==> src/rtl/plcp_frame_tx_if.sv <==
// Bundles the frame request, PSDU pull handshake and serial output of plcp_frame_tx.
interface plcp_frame_tx_if;
  logic        Start;
  logic [3:0]  Rate;
  logic [11:0] Length;
  logic [6:0]  Seed;
  logic        Data_In;
  logic        Data_Req;
  logic        Output;
  logic        Busy;
  logic        Done;

  modport master (
    output Start, Rate, Length, Seed, Data_In,
    input  Data_Req, Output, Busy, Done
  );

  modport slave (
    input  Start, Rate, Length, Seed, Data_In,
    output Data_Req, Output, Busy, Done
  );
endinterface

==> src/rtl/plcp_frame_tx.sv <==
// Serial 802.11a PLCP frame transmitter: preamble, SIGNAL, scrambled SERVICE/PSDU, tail.
module plcp_frame_tx #(
  parameter int unsigned PREAMBLE_BITS = 96
) (
  input logic           Clock,
  input logic           Reset,
  plcp_frame_tx_if.slave tx
);

  typedef enum logic [3:0] {
    IDLE, PREAMBLE, SIG_RATE, SIG_RESERVED, SIG_LENGTH, SIG_PARITY,
    SIG_TAIL, DATA_SERVICE, DATA_PSDU, DATA_TAIL, FINISH
  } state_t;

  // state_q names the field of the bit that the next edge will load into Output
  state_t      state_q, state_d;
  logic [6:0]  cnt_q, cnt_d;
  logic [14:0] psdu_q, psdu_d;
  logic [6:0]  scr_q, scr_d;
  logic [3:0]  rate_q, rate_d;
  logic [11:0] len_q, len_d;
  logic        out_q, out_d;
  logic        busy_q, busy_d;
  logic        done_q, done_d;
  logic        fb;
  logic [14:0] psdu_last;

  assign fb        = scr_q[6] ^ scr_q[3];
  assign psdu_last = {len_q, 3'b000} - 15'd1;

  always_ff @(posedge Clock or posedge Reset) begin
    if (Reset) begin
      state_q <= IDLE;
      cnt_q   <= '0;
      psdu_q  <= '0;
      scr_q   <= '0;
      rate_q  <= '0;
      len_q   <= '0;
      out_q   <= 1'b0;
      busy_q  <= 1'b0;
      done_q  <= 1'b0;
    end else begin
      state_q <= state_d;
      cnt_q   <= cnt_d;
      psdu_q  <= psdu_d;
      scr_q   <= scr_d;
      rate_q  <= rate_d;
      len_q   <= len_d;
      out_q   <= out_d;
      busy_q  <= busy_d;
      done_q  <= done_d;
    end
  end

  always_comb begin
    state_d = state_q;
    cnt_d   = cnt_q + 7'd1;
    psdu_d  = psdu_q;
    scr_d   = scr_q;
    rate_d  = rate_q;
    len_d   = len_q;
    out_d   = 1'b0;
    busy_d  = busy_q;
    done_d  = 1'b0;

    unique case (state_q)
      IDLE: begin
        cnt_d = '0;
        if (tx.Start) begin
          // Accepting edge already emits preamble bit 0, so counting resumes at 1
          rate_d  = tx.Rate;
          len_d   = tx.Length;
          scr_d   = (tx.Seed == 7'd0) ? 7'h7F : tx.Seed;
          out_d   = 1'b1;
          busy_d  = 1'b1;
          cnt_d   = 7'd1;
          state_d = PREAMBLE;
        end
      end
      PREAMBLE: begin
        out_d = ~cnt_q[0];
        if (cnt_q == 7'(PREAMBLE_BITS - 1)) begin
          cnt_d   = '0;
          state_d = SIG_RATE;
        end
      end
      SIG_RATE: begin
        out_d = rate_q[2'd3 - cnt_q[1:0]];
        if (cnt_q == 7'd3) begin
          cnt_d   = '0;
          state_d = SIG_RESERVED;
        end
      end
      SIG_RESERVED: begin
        cnt_d   = '0;
        state_d = SIG_LENGTH;
      end
      SIG_LENGTH: begin
        out_d = len_q[4'd11 - cnt_q[3:0]];
        if (cnt_q == 7'd11) begin
          cnt_d   = '0;
          state_d = SIG_PARITY;
        end
      end
      SIG_PARITY: begin
        out_d   = ^{rate_q, len_q};
        cnt_d   = '0;
        state_d = SIG_TAIL;
      end
      SIG_TAIL: begin
        if (cnt_q == 7'd5) begin
          cnt_d   = '0;
          state_d = DATA_SERVICE;
        end
      end
      DATA_SERVICE: begin
        out_d = fb;
        scr_d = {scr_q[5:0], fb};
        if (cnt_q == 7'd15) begin
          cnt_d   = '0;
          psdu_d  = '0;
          state_d = (len_q == 12'd0) ? DATA_TAIL : DATA_PSDU;
        end
      end
      DATA_PSDU: begin
        out_d  = tx.Data_In ^ fb;
        scr_d  = {scr_q[5:0], fb};
        cnt_d  = '0;
        psdu_d = psdu_q + 15'd1;
        if (psdu_q == psdu_last) state_d = DATA_TAIL;
      end
      DATA_TAIL: begin
        if (cnt_q == 7'd5) begin
          cnt_d   = '0;
          state_d = FINISH;
        end
      end
      FINISH: begin
        cnt_d   = '0;
        busy_d  = 1'b0;
        done_d  = 1'b1;
        state_d = IDLE;
      end
      default: begin
        cnt_d   = '0;
        state_d = IDLE;
      end
    endcase
  end

  assign tx.Data_Req = (state_q == DATA_PSDU);
  assign tx.Output   = out_q;
  assign tx.Busy     = busy_q;
  assign tx.Done     = done_q;

endmodule

==> src/flat_wrapper.sv <==
// flat-port wrapper written by rule: the top's interface ports become plain ports
module plcp_frame_tx_flat 
#(
  parameter int unsigned PREAMBLE_BITS = 96
)
  (Clock, Reset, tx_Start, tx_Rate, tx_Length, tx_Seed, tx_Data_In, tx_Data_Req, tx_Output, tx_Busy, tx_Done);
  plcp_frame_tx_if tx_i ();
  input logic Clock;
  input logic Reset;
  input wire logic [$bits(tx_i.Start)-1:0] tx_Start;
  input wire logic [$bits(tx_i.Rate)-1:0] tx_Rate;
  input wire logic [$bits(tx_i.Length)-1:0] tx_Length;
  input wire logic [$bits(tx_i.Seed)-1:0] tx_Seed;
  input wire logic [$bits(tx_i.Data_In)-1:0] tx_Data_In;
  output wire logic [$bits(tx_i.Data_Req)-1:0] tx_Data_Req;
  output wire logic [$bits(tx_i.Output)-1:0] tx_Output;
  output wire logic [$bits(tx_i.Busy)-1:0] tx_Busy;
  output wire logic [$bits(tx_i.Done)-1:0] tx_Done;
  assign tx_i.Start = tx_Start;
  assign tx_i.Rate = tx_Rate;
  assign tx_i.Length = tx_Length;
  assign tx_i.Seed = tx_Seed;
  assign tx_i.Data_In = tx_Data_In;
  assign tx_Data_Req = tx_i.Data_Req;
  assign tx_Output = tx_i.Output;
  assign tx_Busy = tx_i.Busy;
  assign tx_Done = tx_i.Done;
  plcp_frame_tx #(.PREAMBLE_BITS(PREAMBLE_BITS)) u_core (.Clock(Clock), .Reset(Reset), .tx(tx_i));
endmodule
==> config.mk <==
export PLATFORM = sky130hd
export DESIGN_NAME = plcp_frame_tx_flat
export DESIGN_NICKNAME = d
export VERILOG_FILES = /design/src/rtl/plcp_frame_tx_if.sv /design/src/rtl/plcp_frame_tx.sv /design/src/flat_wrapper.sv
export SDC_FILE = /design/constraint.sdc
export NUM_CORES = 1
export LEC_CHECK = 0
export ABC_AREA = 1
export CAP_MARGIN = 20
export CORE_UTILIZATION = 35
export CTS_CLUSTER_SIZE = 28
export DETAILED_ROUTE_END_ITERATION = 8
export HOLD_SLACK_MARGIN = 0.06
export PLACE_DENSITY = 0.51
export SKIP_LAST_GASP = 1
export SLEW_MARGIN = 10
export SYNTH_ARGS = -nofsm -noshare
export SYNTH_HDL_FRONTEND = slang
export SYNTH_SLANG_ARGS = --single-unit
==> constraint.sdc <==
create_clock -name Clock -period 4.1 [get_ports Clock]
set_clock_uncertainty 0.1 [all_clocks]
set_input_delay 0.41 -clock Clock [delete_from_list [all_inputs] [get_ports Clock]]
set_output_delay 0.41 -clock Clock [all_outputs]
set_load 0.03 [all_outputs]
==> impl_results.md, run 1 <==
- WL met1: 4.32 mm
- Fill cell count: 1058
- Routed Antenna Nets: 0
- Fin crit share: 0.642
- Resized cells post-CTS: 0
- DR vias: 3043
- Final setup violation count: 0
- Critical Path RT: 3.59 ns
- Worst Max-Slew Pin Slew: 0.964 ns
- Die Ht: 103 um
- Cell Area, Synth: 3550 um^2
- Mean post-synth cell area: 7.44 um^2
- Inserted Diodes: 0
- GP Congestion: 0.852
- Post-Syn Nets: 519
- Yosys warnings: 0
- Slowest Stage Delay on Critical Path: 0.75 ns
- Chip width: 103 um
- Clock slew at reported path FFs: 0.10 ns
- Crit-path cells: nor2_1 -> inv_2 -> nor2_4 -> clkdlybuf4s50_1
- CP Launch Type: register
- WL final: 8.63 mm
- Worst EP arrival: 2.12 ns
- Starting Density: 0.362
- Clk buf depth: 2
- Antenna violations before repair: 0
- Status: completed
- Ys flop type: dfrtp_1
- Post-CTS Setup Bufs: 0
- Layout net count: 547
- Drt via density: 4.76
- Share of cells above drive strength 1: 0.103
- Synth cell types: 40
- Max frequency: 380 MHz
- Combinational fraction of design power: 0.049
- Pre-antenna DRT Iters: 4
- Top Metal Used: met4
- Number of max-slew violations in the final report: 0
- Synth async-reset ratio: 1.00
- Max FO, Critical Path: 11
- R2R setup slack: 1.99 ns
- Synth Register Bits: 52
- Congestion Overflow GR: 0
- CTS Buf Count: 5
- R2R cell count: 14
- Worst Slack Setup Final: 1.47 ns
- Met2 routed WL: 3.88 mm
- CTS root buffer: clkbuf_8
- Ports: 31
- CP Class: reg -> out
- Finished Cell Area: 4060 um^2
- Crit-path slowest cell: clkdlybuf4s50_1
- Clock network power share: 0.369
- Row cnt: 36
- P_sw: 207 uW
- Nature of the critical path endpoint: output pin
- Die area: 10600 um^2
- # DRC: 0
- Most common cell in the netlist: nand2_1
- WL/cell: 13.5 um
- Worst-Skew Late Latency: 0.31 ns
- Mapped Cells: 477
- Final setup TNS: 0 ns
- Top-area cell type share of the netlist area: 0.366
- Worst slack at placement: 1.78 ns
- Post-synth EDFFs: 0
- Gr usage total: 0.179
- Maxcap violations: 0
- HPWL Detailed: 6.68 mm
- Reg power frac: 0.582
- Int Pwr: 675 uW
- Slew HR: 0.352
- First-pass GRT wire length: 14.5 mm
- Starting DRT DRC Count: 146
- CTS tree: done
- Area growth, synth to finish: 14.2%
- Pin count of the biggest net entering global routing: 32
- Max VDD drop: 0.000122 V
- Port bufs: 30
- Clock sink count: 52
- Vias in the first global route: 3012
- Final Hold Viols: 0
- CTS Hold Buffers Added: 0
- Top cell type by total area after synthesis: dfrtp_1
- Unrepaired setup endpoints after global routing: no
- Synth area leaders: dfrtp_1 (37%), nand2_1 (12%), inv_1 (6.0%)
- H-tree levels: 2
- Pwr dens: 217 nW/um^2
- Hold Path Class: in -> async
- Crit path time final: 2.63 ns
- Switching Fraction: 0.235
- Leak: 0.00190 uW
- Core box area: 9820 um^2
- Top post-synthesis cells by count: nand2_1 (114), inv_1 (57), dfrtp_1 (52)
- DP Area: 3960 um^2
- Seq/Total Area, Yosys: 0.366
- Routed wl met3: 275 um
flip-flops by register name, indices dropped and copies added (netlist names):
signal and flops:
u_core.cnt_q 7, u_core.len_q 12, u_core.psdu_q 15, u_core.rate_q 4
u_core.scr_q 7, u_core.state_q 4, u_core.tx.Busy 1, u_core.tx.Done 1
u_core.tx.Output 1
cells by family (layout without fill, tap and decap cells):
family,count (synthesis),count (layout),share of synthesized area
XOR/XNOR,25,25,0.0617
AO/OA/AOI/OAI,72,72,0.115
adder cells (fa/ha/maj),15,15,0.0529
flip-flops,52,52,0.366
AND/OR/NAND/NOR,233,233,0.310
buffers and inverters,80,109,0.0944
cell type report:
| type | instances | area [um^2] | area share |
|---|---|---|---|
| multi-input cells | 345 | 1910 | 0.472 |
| flip-flops and latches | 52 | 1300 | 0.321 |
| clock buffers | 6 | 82.6 | 0.0204 |
| clock inverters | 2 | 15.0 | 0.00370 |
| inverters | 70 | 268 | 0.0660 |
| repair buffers | 31 | 308 | 0.0759 |
| well taps | 133 | 166 | 0.0410 |
placed cells by master (no fill, tap or decap), types with 3 or more instances in the layout:
master / synthesis / final
nand2_1: 114 / 114
inv_1: 57 / 56
dfrtp_1: 52 / 52
nor2_1: 39 / 39
nand3_1: 34 / 34
clkdlybuf4s50_1: 0 / 30
o21ai_0: 26 / 26
a21oi_1: 18 / 18
ha_1: 15 / 15
xnor2_1: 13 / 13
xor2_1: 12 / 12
inv_2: 10 / 11
nor3_1: 11 / 11
o21ai_1: 8 / 8
o22ai_1: 8 / 8
nor2_2: 7 / 7
nand2_2: 6 / 6
clkbuf_8: 0 / 6
nand2_4: 5 / 5
nand4_1: 5 / 5
a31oi_1: 3 / 3
power groups by stage:
stage	logic (uW)	registers, uW	clock network, uW
after global placement	44.1	523	0
after detailed placement	43.7	523	0
after global routing	47.4	513	362
after CTS	44.2	513	340
final	43.0	513	326
after floorplan	9.51	524	0
path summary, 6_finish.rpt:
kind,end,startpoint
setup reg to reg,u_core.state_q[1],u_core.cnt_q[0]
min in group Clock,u_core.tx.Busy,u_core.tx.Busy
setup / recovery,tx_Data_Req,u_core.state_q[1]
hold reg to reg,u_core.tx.Busy,u_core.tx.Busy
hold / removal,u_core.psdu_q[0],Reset
max in group asynchronous,u_core.state_q[1],Reset
per-layer routing:
metal,vias up,global-route usage
li1,1588,-
met1,1392,0.243
met2,50,0.295
met3,13,0.0264
met4,0,0.0538
met5,-,0
worst max-delay path: cells and delay by family, from the launching register on:
family        cells  cell delay, ns
buf+inv           2            0.84
flops             1            0.46
simple gates      2            0.52
per-stage QoR:
step	power (uW)	util	std cells	hold slack, ns
floorplan	534	-	477	0.364
global placement	567	0.403	631	0.389
detailed placement	567	0.403	631	0.412
CTS	897	0.413	639	0.341
global route	923	0.413	639	0.378
finish	882	0.413	639	0.329
(Power assumes the default switching activity.)
==> inputs of run 2 (changes only) <==
- clock period: 4.1 -> 2.7 ns (I/O delays scaled with it)
==> impl_results.md, run 2 (same netlist as run 1, synthesis figures left out) <==
- Number of flip-flops in the largest register: 15
- HPWL Detailed: 6.63 mm
- Slew HR: 0.620
- Starting DRT DRC Count: 115
- Final Hold Viols: 0
- Crit path time final: 2.28 ns
- Fill cell count: 1033
- Ports: 31
- Gr usage total: 0.178
- Max VDD drop: 0.000163 V
- Share of cells above drive strength 1: 0.106
- CP Launch Type: register
- Unrepaired setup endpoints after global routing: no
- Critical Path RT: 2.33 ns
- Maxcap violations: 0
- Routed Antenna Nets: 0
- Hold Path Class: in -> async
- Area growth, synth to finish: 15.4%
- CTS Hold Buffers Added: 0
- Worst-Skew Late Latency: 0.31 ns
- CTS Buf Count: 5
- Die Ht: 103 um
- Worst Max-Slew Pin Slew: 0.569 ns
- Inserted Diodes: 0
- Final setup TNS: 0 ns
- Largest regs: u_core.psdu_q (15), u_core.len_q (12)
- Core box area: 9820 um^2
- CTS tree: done
- Clock slew at reported path FFs: 0.10 ns
- Final setup violation count: 0
- Seq. cell area: 1300 um^2
- Vias in the first global route: 2962
- CP Class: reg -> out
- WL final: 8.46 mm
- WL/cell: 13.2 um
- DR vias: 3025
- Finished Layout Cells: 641
- Congestion Overflow GR: 0
- H-tree levels: 2
- Antenna violations before repair: 0
- Post-CTS Setup Bufs: 0
- DP Cell Count: 633
- Pin count of the biggest net entering global routing: 31
- Fin crit share: 0.843
- Commonest non-fill, non-tap cell in the layout: nand2_1
- Port bufs: 30
- # DRC: 0
- Chip width: 103 um
- Layout net count: 549
- Number of max-slew violations in the final report: 0
- Nature of the critical path endpoint: output pin
- Row cnt: 36
- GP Congestion: 0.786
- Clock sink count: 52
- Pre-antenna DRT Iters: 4
- Most frequent cells in the layout: nand2_1 (114), inv_1 (56), dfrtp_1 (52), nor2_1 (39), nand3_1 (34)
- Top reg by flops: u_core.psdu_q
- Status: completed
- Starting Density: 0.362
- Drt via density: 4.72
- Multi-input gate area: 1910 um^2
- Resized cells post-CTS: 0
- Max frequency: 439 MHz
- Pwr dens: 341 nW/um^2
- Clk buf depth: 2
- Max FO, Critical Path: 8
- First-pass GRT wire length: 14.4 mm
- Leak: 0.00192 uW
- CTS root buffer: clkbuf_8
- Worst EP arrival: 1.91 ns
- Die area: 10600 um^2
## run 2: cell types whose count changed in the layout (fill, tap and decap cells not counted), sizes merged
| cell | change |
|---|---|
| clkinv | +1 |
| bufinv | +1 |
| clkinvlp | -1 |
| buf | +2 |
| clkbuf | -1 |
## run 2: worst paths after layout
check | depth (start not counted) | end | slack, ns | startpoint
min in group Clock | 3 | u_core.rate_q[0] | 0.38 | tx_Rate[0]
worst min register to register | 2 | u_core.tx.Busy | 0.42 | u_core.tx.Busy
max in group asynchronous | 3 | u_core.cnt_q[6] | 1.72 | Reset
worst max-delay path | 4 | tx_Data_Req | 0.42 | u_core.state_q[0]
worst min-delay path | 2 | u_core.psdu_q[0] | 0.22 | Reset
worst max register to register | 13 | u_core.state_q[1] | 0.57 | u_core.len_q[0]
## run 2: layout make-up
| class | count | area share |
|---|---|---|
| inverters | 70 | 0.0654 |
| well taps | 133 | 0.0406 |
| flip-flops and latches | 52 | 0.318 |
| repair buffers | 33 | 0.0819 |
| clock inverters | 3 | 0.0104 |
| multi-input cells | 345 | 0.467 |
| clock buffers | 5 | 0.0168 |
## run 2: power by group
group | total, uW | internal [uW] | switching [uW]
logic | 67.2 | 39.0 | 28.2
clock network | 552 | 275 | 277
registers | 779 | 779 | 0.162
total | 1400 | 1090 | 305
## run 2: metrics by stage
step	setup slack, ns	instance area [um^2]	util	power [uW]	hold WS [ns]
floorplan	0.932	3550	-	811	0.280
global placement	0.606	3990	0.406	863	0.405
detailed placement	0.577	3990	0.406	864	0.409
CTS	0.383	4100	0.417	1430	0.246
global route	0.289	4100	0.417	1460	0.288
finish	0.423	4100	0.417	1400	0.222
## run 2: critical path, stage by stage (launching register included)
cell and delay, ns:
dfrtp_1 0.48, nor2_1 0.18, inv_2 0.08, nor2_4 0.15, clkdlybuf4s50_1 0.70
## run 2: layer usage
layer	vias to the layer above	share of wire	GRT usage
li1	1590	-	-
met1	1383	0.50	0.247
met2	45	0.46	0.298
met3	7	0.028	0.0210
met4	0	0.0091	0.0396
met5	-	0	0
==> inputs of run 3 (changes only) <==
- clock period: 2.7 -> 2.3 ns (I/O delays scaled with it)
==> impl_results.md, run 3 (same netlist as run 1, synthesis figures left out) <==
- Clock network power share: 0.392
- GP Congestion: 0.856
- Layout net count: 553
- Gr usage total: 0.182
- Number of max-slew violations in the final report: 0
- Share of cells above drive strength 1: 0.113
- CTS Hold Buffers Added: 0
- Worst Max-Slew Pin Slew: 0.391 ns
- Max FO, Critical Path: 9
- Int Pwr: 1280 uW
- Worst slack at placement: 0.204 ns
- Final setup violation count: 0
- Port bufs: 30
- Status: completed
- Area growth, synth to finish: 15.8%
- Crit-path slowest cell: dfrtp_1
- Seq. cell area: 1300 um^2
- RR Startpoint: u_core.cnt_q[1]
- Final Hold Viols: 0
- CTS tree: done
- Starting Density: 0.362
- Worst-Skew Late Latency: 0.31 ns
- Pin count of the biggest net entering global routing: 31
- Congestion Overflow GR: 0
- Core box area: 9820 um^2
- CTS Buf Count: 5
- H-tree levels: 2
- P_sw: 347 uW
- Antenna violations before repair: 0
- Hold Path Class: in -> async
- Inserted Diodes: 0
- Die area: 10600 um^2
- Critical Path RT: 2.41 ns
- Maxcap violations: 0
- WL/cell: 13.3 um
- Max VDD drop: 0.000203 V
- Pre-antenna DRT Iters: 4
- Ports: 31
- CTS root buffer: clkbuf_8
- Reg2reg end: u_core.state_q[1]
- Commonest non-fill, non-tap cell in the layout: nand2_1
- HPWL Detailed: 6.86 mm
- R2R cell count: 14
- Nature of the critical path endpoint: register
- Multi-input gate area: 1920 um^2
- Slowest Stage Delay on Critical Path: 0.51 ns
- Clock sink count: 52
- Buf/Inv on CP: 2
- Drt via density: 4.71
- Worst hold-check slack: 0.199 ns
- Final setup TNS: 0 ns
- Die Ht: 103 um
- Starting DRT DRC Count: 123
- Worst EP arrival: 2.14 ns
- Vias in the first global route: 3002
- Worst Slack Setup Final: 0.275 ns
- Max frequency: 494 MHz
- R2R setup slack: 0.27 ns
- Fill cell count: 1077
- CP Launch Type: register
- Reg power frac: 0.561
- Row cnt: 36
- Combinational fraction of design power: 0.047
- Top reg by flops: u_core.psdu_q
- Slew HR: 0.739
- Number of flip-flops in the largest register: 15
- Clk buf depth: 2
- CP Class: reg -> reg
- Routed Antenna Nets: 0
- Most common cell on crit path: nand2_1
- First-pass GRT wire length: 14.8 mm
- Most frequent cells in the layout: nand2_1 (113), inv_1 (56), dfrtp_1 (52), nor2_1 (39), nand3_1 (34)
- Cell family with most CP delay: simple AND/OR/NAND/NOR gates
- Unrepaired setup endpoints after global routing: no
- DR vias: 3040
- Switching Fraction: 0.213
- Largest regs: u_core.psdu_q (15), u_core.len_q (12)
- Chip width: 103 um
- # DRC: 0
- Crit path time final: 2.03 ns
- Leak: 0.00194 uW
- Clock slew at reported path FFs: 0.10 ns
- Pwr dens: 396 nW/um^2
- WL final: 8.55 mm
- Fin crit share: 0.881
- Crit-path cells: ha_1 -> nand2_1 -> nor2_1 -> nand3_1 -> nand2_1 -> nand2_2 -> nor2_2 -> nand2_2 -> inv_4 -> nand2_4 -> inv_4 -> nand2_4 -> nand2_1 -> nand2_1
[run 3: cell count changes in the layout (fill, tap and decap cells not counted), sizes merged]
cell	change
clkinvlp	-1
buf	+4
dlygate4sd2	+1
clkbuf	+1
clkdlybuf4s50	-1
[run 3: worst reg2reg max path: stages (launching register included)]
cell	delay, ns
dfrtp_1	0.51
ha_1	0.27
nand2_1	0.11
nor2_1	0.13
nand3_1	0.12
nand2_1	0.09
nand2_2	0.06
nor2_2	0.11
nand2_2	0.06
inv_4	0.09
nand2_4	0.06
inv_4	0.07
nand2_4	0.05
nand2_1	0.06
nand2_1	0.05
[run 3: through the flow]
stage,util,area (um^2),power (uW),instances
finish,0.419,4110,1630,645
global route,0.419,4110,1700,645
CTS,0.418,4110,1660,645
detailed placement,0.408,4000,1010,637
global placement,0.408,4000,1010,637
floorplan,-,3550,952,477
[run 3: worst max path at each step]
| stage | cells after the start | slack [ns] | to | from |
|---|---|---|---|---|
| after floorplan | 14 | 0.53 | u_core.state_q[0] | u_core.cnt_q[1] |
| after global placement | 14 | 0.22 | u_core.state_q[0] | u_core.len_q[6] |
| after detailed placement | 13 | 0.20 | u_core.state_q[2] | u_core.len_q[0] |
| after CTS | 13 | 0.20 | u_core.state_q[2] | u_core.len_q[0] |
| after global routing | 13 | 0.03 | u_core.state_q[0] | u_core.len_q[0] |
| final | 14 | 0.27 | u_core.state_q[1] | u_core.cnt_q[1] |
[run 3: area by class of cell]
type	count	share of cell area
timing repair buffer	37	0.0855
multi-input combinational	345	0.466
clock buffer	6	0.0177
clock inverter	2	0.00852
sequential	52	0.316
inverter	70	0.0651
tap	133	0.0405
[run 3: power groups by stage]
stage	clock, uW	sequential [uW]	combinational [uW]
global route	699	915	85.1
CTS	664	915	80.1
finish	638	914	77.3
floorplan	0	935	17.0
detailed placement	0	933	79.5
global placement	0	933	79.5
[run 3: routing by layer]
layer | global-route usage | routed length [um] | up-vias
met5 | 0 | 0 | -
met4 | 0.0385 | 57 | 0
met3 | 0.0231 | 246 | 4
met2 | 0.296 | 3870 | 45
met1 | 0.259 | 4380 | 1385
li1 | - | - | 1606
[run 3: what timing repair did]
item / 4_1_cts / 5_1_grt
endpoints found under the setup margin: 1 / 4
gates resized for setup: 1 / 1
setup buffers: 0 / 0
